<file path="src/rtl/pipe_stage_reg.sv">
// rtl/pipe_stage_reg.sv - pipeline stage register with valid/ready handshake, two-entry skid buffer and flush
// in_ready and out_valid decode from the state register alone, so neither handshake input reaches an output combinationally.
module pipe_stage_reg #(
    parameter int unsigned               data_width  = 32,
    parameter logic [data_width-1:0]     reset_value = data_width'(32'h0000_0000),
    parameter logic [data_width-1:0]     flush_value = data_width'(32'h0000_0013)
) (
    input  logic                  clock,
    input  logic                  reset_n,
    input  logic                  flush,
    input  logic                  in_valid,
    output logic                  in_ready,
    input  logic [data_width-1:0] in_data,
    output logic                  out_valid,
    input  logic                  out_ready,
    output logic [data_width-1:0] out_data,
    output logic [1:0]            occupancy
);

    typedef enum logic [1:0] {
        EMPTY = 2'd0,
        ONE   = 2'd1,
        TWO   = 2'd2
    } state_t;

    state_t                state;
    state_t                state_next;
    logic [data_width-1:0] main_q;
    logic [data_width-1:0] main_d;
    logic [data_width-1:0] skid_q;
    logic [data_width-1:0] skid_d;
    logic                  do_accept;
    logic                  do_release;

    assign do_accept  = in_valid && in_ready;
    assign do_release = out_valid && out_ready;

    always_ff @(posedge clock or negedge reset_n) begin
        if (!reset_n) begin
            state  <= EMPTY;
            main_q <= reset_value;
            skid_q <= '0;
        end else begin
            state  <= state_next;
            main_q <= main_d;
            skid_q <= skid_d;
        end
    end

    // Flush overrides every handshake; the skid word is left stale since EMPTY never reads it.
    always_comb begin
        state_next = state;
        main_d     = main_q;
        skid_d     = skid_q;
        if (flush) begin
            state_next = EMPTY;
            main_d     = flush_value;
        end else begin
            case (state)
                EMPTY: begin
                    if (do_accept) begin
                        state_next = ONE;
                        main_d     = in_data;
                    end
                end
                ONE: begin
                    if (do_accept && do_release) begin
                        main_d = in_data;
                    end else if (do_accept) begin
                        state_next = TWO;
                        skid_d     = in_data;
                    end else if (do_release) begin
                        state_next = EMPTY;
                        main_d     = flush_value;
                    end
                end
                TWO: begin
                    if (do_release) begin
                        state_next = ONE;
                        main_d     = skid_q;
                    end
                end
                default: begin
                    state_next = EMPTY;
                    main_d     = flush_value;
                end
            endcase
        end
    end

    always_comb begin
        out_valid = (state != EMPTY);
        in_ready  = (state != TWO);
        out_data  = main_q;
        case (state)
            ONE:     occupancy = 2'd1;
            TWO:     occupancy = 2'd2;
            default: occupancy = 2'd0;
        endcase
    end

endmodule
</file>
<file path="config.mk">
export PLATFORM = sky130hd
export DESIGN_NAME = pipe_stage_reg
export DESIGN_NICKNAME = d
export VERILOG_FILES = /design/src/rtl/pipe_stage_reg.sv
export SDC_FILE = /design/constraint.sdc
export NUM_CORES = 1
export LEC_CHECK = 0
export CAP_MARGIN = 20
export CORE_MARGIN = 2
export CORE_UTILIZATION = 46
export CTS_CLUSTER_DIAMETER = 120
export CTS_CLUSTER_SIZE = 12
export DETAILED_ROUTE_END_ITERATION = 8
export DONT_BUFFER_PORTS = 1
export PLACE_DENSITY = 0.68
export SLEW_MARGIN = 10
export SYNTH_ARGS = -nofsm -noshare
export SYNTH_HDL_FRONTEND = slang
export SYNTH_SLANG_ARGS = --single-unit
</file>
<file path="constraint.sdc">
create_clock -name clock -period 3.8 [get_ports clock]
set_clock_uncertainty 0.15 [all_clocks]
set_input_delay 0.38 -clock clock [delete_from_list [all_inputs] [get_ports clock]]
set_output_delay 0.38 -clock clock [all_outputs]
set_load 0.05 [all_outputs]
</file>
=== Word-level counts from Yosys, hierarchy flattened ===
Index checks and enable logic that the tools add are counted.

* Muxes and demuxes: 15
* Eq/ne operators: 9
* Reductions and logical operators: 8
* Bitwise gates (word level): 2

{| class="wikitable"
|+ Operator list
! operator !! number
|-
| 2-to-1 mux 32 bit || 6
|-
| one-hot mux 32 bit (3 select lines) || 1
|-
| 2-to-1 mux 2 bit || 6
|-
| != test 4 bit, second input constant || 3
|-
| AND reduction 4 bit || 3
|-
| != test 3 bit, second input constant || 3
|-
| one-hot mux 2 bit (3 select lines) || 1
|-
| one-hot mux 2 bit (2 select lines) || 1
|-
| logical AND 1 bit || 3
|-
| equality test 2 x 1 -> 1 bit, second input constant || 1
|-
| equality test 2 bit, second input constant || 1
|-
| logical NOT 2 bit || 1
|-
| != test 2 bit, second input constant || 1
|-
| inverter 1 bit || 2
|-
| nonzero test 2 bit || 1
|}

* Word-level logic and storage cells: 37
* Register bits: 66
* Output and inout port bits: 36

=== Logic depth before layout (Yosys ltp) ===
* Depth after elaboration: 7
* Gate-level depth with buffers: 7

=== Worst setup path after synthesis ===
OpenSTA, ideal clock, no wires.

* Path type: reg-to-output
* From: reg state[0]
* To: out occupancy[1]
* Buffers on the path: 2
* Data required time: 3.270 ns
* Setup slack: 1.853 ns
* Cell stages (with the launch flop): 5
* Data arrival time: 1.417 ns
* Cell sequence: dfrtp_1 -> buf_4 -> nand2b_1 -> inv_1 -> buf_4

* Cells in the longest elaborated chain, start to end: 2
* Elaborated cells between the ends (all ways): 3
* Those cells by class: eq/ne: 2; mux: 1

{| class="wikitable"
|+ RTL lines
! element !! RTL line !! source
|-
| from (decl) || 26 || <nowiki>state_t state;</nowiki>
|-
| from (signal assigned) || 44 || <nowiki>state <= state_next;</nowiki>
|-
| equality test 2 bit / equality test 2 x 1 -> 1 bit (equally long branches) || 95 || <nowiki>case (state)</nowiki>
|-
| one-hot mux 2 bit (2 select lines) (*) || 95 ||
|-
| to (decl) || 17 || <nowiki>output logic [1:0] occupancy</nowiki>
|}

Every way passes the cells marked *; elsewhere a longest branch is shown, timed or not.

=== Final worst setup path ===
* From: reg state[1]
* To: out occupancy[1]

The elaborated chain is that of the path after synthesis.

==> flow_metrics.py <==
metrics = {
    "outcome": {
        "status": "completed",
    },
    "setup_path": {
        "reg2reg_from": "state[0]$_DFFE_PN0P_",
        "cp.depth": 3,
        "cp_top_family": "buffers and inverters",
        "arrival_ns": 2.29,
        "critical-path-slowest-cell": "dfrtp_1",
        "rr_worst_depth": 5,
        "r2r_end": "out_data[10]$_DFFE_PN0P_",
        "worstPathMaxFanout": 18,
        "worstPathCellList": "nand2b_1, inv_1, buf_12",
        "crit_end": "occupancy[1]",
        "critPathMaxStageDelay_ns": 0.62,
        "crit_type": "flip-flop to primary output",
        "r2r_setup_slack_ns": 1.30,
        "crit_path_start_kind": "flip-flop",
        "required_ns": 3.27,
        "cp-startpoint": "state[1]$_DFFE_PN0P_",
        "cp_num_buf_inv": 2,
        "critPathCaptureType": "primary output",
    },
    "synth": {
        "yosysSeqAreaShare": 0.559,
        "synthCells": 214,
        "synth.distinct_cells": 28,
        "syn_avg_cell_area_um2": 13.8,
        "synth_seq_cells": 66,
        "syn_area_mm2": 0.00295,
        "yosys_warnings": 0,
        "syn_nets": 251,
    },
    "timing": {
        "finalCritPeriodShare": 0.742,
        "hold_viol_final": 0,
        "max_slew.worst_pin.slew_ns": 0.955,
        "slew_viol_final": 0,
        "hold_ws_ns": 0.0286,
        "setup_viol": 0,
        "setup_tns_ns": 0,
        "max_freq_mhz": 355,
        "rsz0062_at_grt": "false",
        "max-slew-margin-rel": 0.362,
        "period_minus_slack_ns": 2.82,
    },
    "finish": {
        "drive_gt1_frac": 0.266,
        "fin_util": 0.510,
        "final_area_mm2": 0.00320,
        "antenna_cells": 0,
        "final_nets": 251,
        "syn2layout_area_growth_pct": 8.47,
    },
    "clock_network": {
        "cts-htree-levels": 3,
        "cts.sinks": 66,
        "cts_max_path_buffers": 2,
        "cts_tree": "built",
        "cts_buffers": 9,
        "clk_pin_slew_ns": 0.07,
        "clk_latency_ns": 0.33,
        "root_buffer": "clkbuf_8",
        "ctsResizeCount": 0,
        "cts_setup_buffers": 0,
    },
    "floorplan": {
        "coreArea_mm2": 0.00628,
        "num_rows": 29,
        "die_w_um": 84.1,
        "io_pins": 73,
        "dieArea_mm2": 0.00708,
        "die_y_um": 84.1,
        "start_util": 0.470,
    },
    "hold_path": {
        "hold_class": "primary input to flip-flop",
        "holdPathStages": 1,
    },
    "power_and_ir_drop": {
        "max-vdd-ir-drop_v": 0.000272,
        "finalPower_mw": 1.80,
        "p_per_area_mw_per_mm2": 562,
        "p_leak_nw": 1.41,
    },
    "detailed_routing": {
        "route.detailed.drc": 0,
        "detail-route-antenna-nets": 0,
        "wl_met1_um": 2620,
        "drt_iter0_drc": 112,
        "via_per_inst": 5.87,
        "routed_wl_um": 5790,
        "wire_per_inst_um": 19.6,
        "wl_met2_um": 2520,
        "route.met3.wl_um": 562,
        "top_layer": "met4",
        "dr_total_vias": 1731,
        "firstDrtPassIters": 4,
    },
    "placement": {
        "place_area_mm2": 0.00296,
        "gp_congestion": 0.779,
        "io_buffers": 0,
        "place.detailed.hpwl_um": 3720,
    },
    "grt": {
        "grt_max_degree": 67,
        "grt_pass1_vias": 1837,
        "grt_pass1_wl_um": 9770,
        "grt_antenna_before_repair": 0,
        "track_usage": 0.176,
        "overflow": 0,
    },
    "run": {
        "drv_cap": 0,
    },
}
worst min-delay path by stage:
stage                            from                 endpoint  slack (ns)
after floorplan               reset_n  out_data[0]$_DFFE_PN0P_       -0.07
after global placement        reset_n  out_data[4]$_DFFE_PN0P_       -0.06
after detailed placement      reset_n  out_data[4]$_DFFE_PN0P_       -0.06
after CTS                 in_data[17]   skid_q[17]$_DFFE_PN0P_        0.01
after global routing      in_data[16]   skid_q[16]$_DFFE_PN0P_       0.007
final                     in_data[17]   skid_q[17]$_DFFE_PN0P_        0.03
cell usage in the layout (no fill, tap or decap):
master         instances
nor2b_1                3
clkbuf_8              10
nor2_1                 2
a21o_1                 2
a21bo_2                1
buf_4                  4
nor2_2                 1
buf_16                 1
nand3b_1               1
nand2b_4               1
clkinv_2               2
inv_1                  3
o2bb2ai_2             10
dfrtp_1               66
nor3_1                 2
o21ai_0                1
a22oi_1               31
mux2_1                13
clkinvlp_4             2
mux2i_1                2
bufinv_16              1
xor2_2                 1
a21oi_1                6
nand2_1                4
o2bb2ai_1             19
dlygate4sd3_1          2
buf_12                 1
inv_2                  1
nor3_4                 1
o31ai_4                1
nand2b_1               3
a21oi_2                1
mux2_2                19
synthesized netlist by cell type:
master,number,area (µm²)
dfrtp_1,66,1650
a22oi_1,31,233
mux2_2,19,214
o2bb2ai_1,19,166
mux2_1,13,146
o2bb2ai_2,10,150
a21oi_1,7,35.0
buf_2,7,35.0
buf_6,6,67.6
buf_4,4,30.0
nand2_1,4,15.0
inv_1,3,11.3
nand2b_1,3,18.8
nor2b_1,3,18.8
a21o_1,2,15.0
clkbuf_1,2,7.51
mux2i_1,2,20.0
nor2_1,2,7.51
nor3_1,2,10.0
a21bo_2,1,10.0
inv_2,1,3.75
nand2b_4,1,13.8
nand3b_1,1,7.51
nor2_2,1,6.26
nor3_4,1,16.3
o21ai_0,1,5.00
o31ai_4,1,21.3
xor2_2,1,16.3
sequential cells by signal, summed over array words and instances, names as in the netlist:
signal / count
state: 2
out_data: 32
skid_q: 32
metal layers:
layer,GRT usage,vias to the layer above
met5,0,-
met4,0.0733,0
met2,0.244,65
met1,0.246,853
met3,0.0692,8
li1,-,805
metrics by stage:
step,worst slack [ns],instances
floorplan,1.85,214
global placement,1.32,277
detailed placement,1.29,277
CTS,0.937,295
global route,0.811,295
finish,0.981,295
kinds of logic after synthesis:
logic type / share of synthesized area
compound gates: 0.215
xor+xnor: 0.00551
flops: 0.559
simple gates: 0.0386
mux: 0.129
buf+inv: 0.0525
worst register-to-register path: stages (launching register included):
cell and delay [ns]:
dfrtp_1 0.56, nand2b_1 0.57, inv_1 0.46, buf_12 0.30, a22oi_1 0.25, o2bb2ai_2 0.08
area by class of cell:
| class | count | area [µm²] |
|---|---|---|
| inverters | 4 | 15.0 |
| clock buffers | 10 | 138 |
| flip-flops and latches | 66 | 1650 |
| fillers | 539 | 3070 |
| well taps | 77 | 96.3 |
| repair buffers | 8 | 97.6 |
| clock inverters | 5 | 55.1 |
| multi-input cells | 125 | 1150 |
report_power, final:
part / total, mW / switching, mW / internal (mW) / leakage, nW
Sequential: 0.994 / 0.167 / 0.827 / 0.839
Clock: 0.579 / 0.264 / 0.315 / 0.0941
Combinational: 0.229 / 0.113 / 0.115 / 0.477
Total: 1.80 / 0.544 / 1.26 / 1.41
what timing repair did:
item                                   in CTS  in global routing
setup endpoints to repair                   0                  0
endpoints found under the hold margin      67                  0
hold buffers                                3                  0
(Power assumes the default switching activity.)
==> RTL change: new RTL, config.mk and constraints unchanged <==
Set the parameter `data_width` to 48 (it was 32).
--- a/src/rtl/pipe_stage_reg.sv
+++ b/src/rtl/pipe_stage_reg.sv
@@ -3,3 +3,3 @@
 module pipe_stage_reg #(
-    parameter int unsigned               data_width  = 32,
+    parameter int unsigned               data_width  = 48,
     parameter logic [data_width-1:0]     reset_value = data_width'(32'h0000_0000),
Interface: changed (resized in_data and out_data); port bits go from 73 to 105. No check against the original RTL was run, so the function may have changed too.
==> RTL change against the unedited design <==
Sequential cell count is 32 higher; total power is 38% higher; synthesized area is 42% higher; setup slack better by 0.11 ns; non-clock buffer count is 18 higher; design area is 44% higher; sequential share of layout area is 1.7 points higher; routed wire length is 49% higher; highest routed layer unchanged.
==> RTL change: results <==
{
  "first_iter_violations": 113,
  "htreeDepth": 3,
  "power_mw": 2.48,
  "worstMarginPinSlew_ns": 0.967,
  "wl_mm": 8.64,
  "yosysSeqAreaShare_pct": 58.5,
  "cellLeakagePower_nw": 2.06,
  "cpPeakStageDelay_ns": 0.54,
  "peakVddDrop_mv": 0.229,
  "nets": 362,
  "grt_pass1_wl_mm": 14.3,
  "placed_cells": 387,
  "synth_fp_nets": 352,
  "cp_max_fo": 20,
  "min-delay-start": "in_data[19]",
  "drive_gt1_share_pct": 24.8,
  "gp_congestion": 0.726,
  "fin_cells": 422,
  "p_int_mw": 1.73,
  "ys_top_cells_by_count": "98 x dfrtp_1, 47 x a22oi_1, 45 x o2bb2ai_1",
  "num_vias": 2607,
  "worstPathArrival_ns": 2.18,
  "rr_startpoint": "state[1]",
  "grtUsageTotal_pct": 18.1,
  "path_clk_slew_ns": 0.09,
  "status": "finished clean",
  "synth_area_leaders": "dfrtp_1 59%, mux2_2 10%, o2bb2ai_1 9.4%, a22oi_1 8.4%, mux2_4 3.2%",
  "pwr-share-seq_pct": 59.4,
  "antenna_found_initial": 0
}
## RTL change: routing by layer
metal	track usage [%]	share of wire, %	vias up
met5	0	0	-
met4	5.90	1.4	0
met3	6.47	9.6	13
met2	28.4	46	98
met1	23.6	43	1349
li1	-	-	1147
## RTL change: worst register-to-register path, cell delays in order, from the launching register on
cell and delay, ns:
dfrtp_1 0.54, nand2b_1 0.47, inv_2 0.48, buf_4 0.35, a22oi_1 0.15, o2bb2ai_1 0.18
## RTL change: final timing paths
path	slack, ns	depth (start not counted)	to
worst max-delay path	1.09	3	occupancy[1]
worst min-delay path	0.02	1	skid_q[19]
worst max register to register	1.40	5	out_data[15]
worst min register to register	0.36	1	skid_q[37]
max in group asynchronous	2.63	2	skid_q[38]
min in group asynchronous	0.45	2	out_data[43]
## RTL change: final cells by class
type                            count  area share [%]
Timing Repair Buffer               26            5.92
Clock buffer                       10            2.77
Inverter                            4           0.326
Multi-Input combinational cell    170            33.4
Tap cell                          108            2.93
Sequential cell                    98            53.2
Clock inverter                      6            1.41
## RTL change: metrics by stage
step	setup WS [ns]	area, µm²	util [%]
global route	0.963	4610	52.6
floorplan	1.82	4190	-
global placement	1.46	4210	48.0
CTS	1.06	4510	51.4
finish	1.09	4610	52.6
detailed placement	1.38	4210	48.0
## RTL change: logic make-up (layout without fill, tap and decap cells)
logic type	count (synthesis)	count (layout)	share of synthesized area, %
flops	98	98	58.5
simple gates	18	18	2.63
xor+xnor	1	1	0.209
buf+inv	31	46	4.93
mux	48	48	13.7
compound gates	103	103	20.0
## RTL change: what timing repair did
action	in CTS	in global routing
setup endpoints to repair	0	0
resized for setup	0	0
endpoints found under the hold margin	105	10
hold buffers	9	10
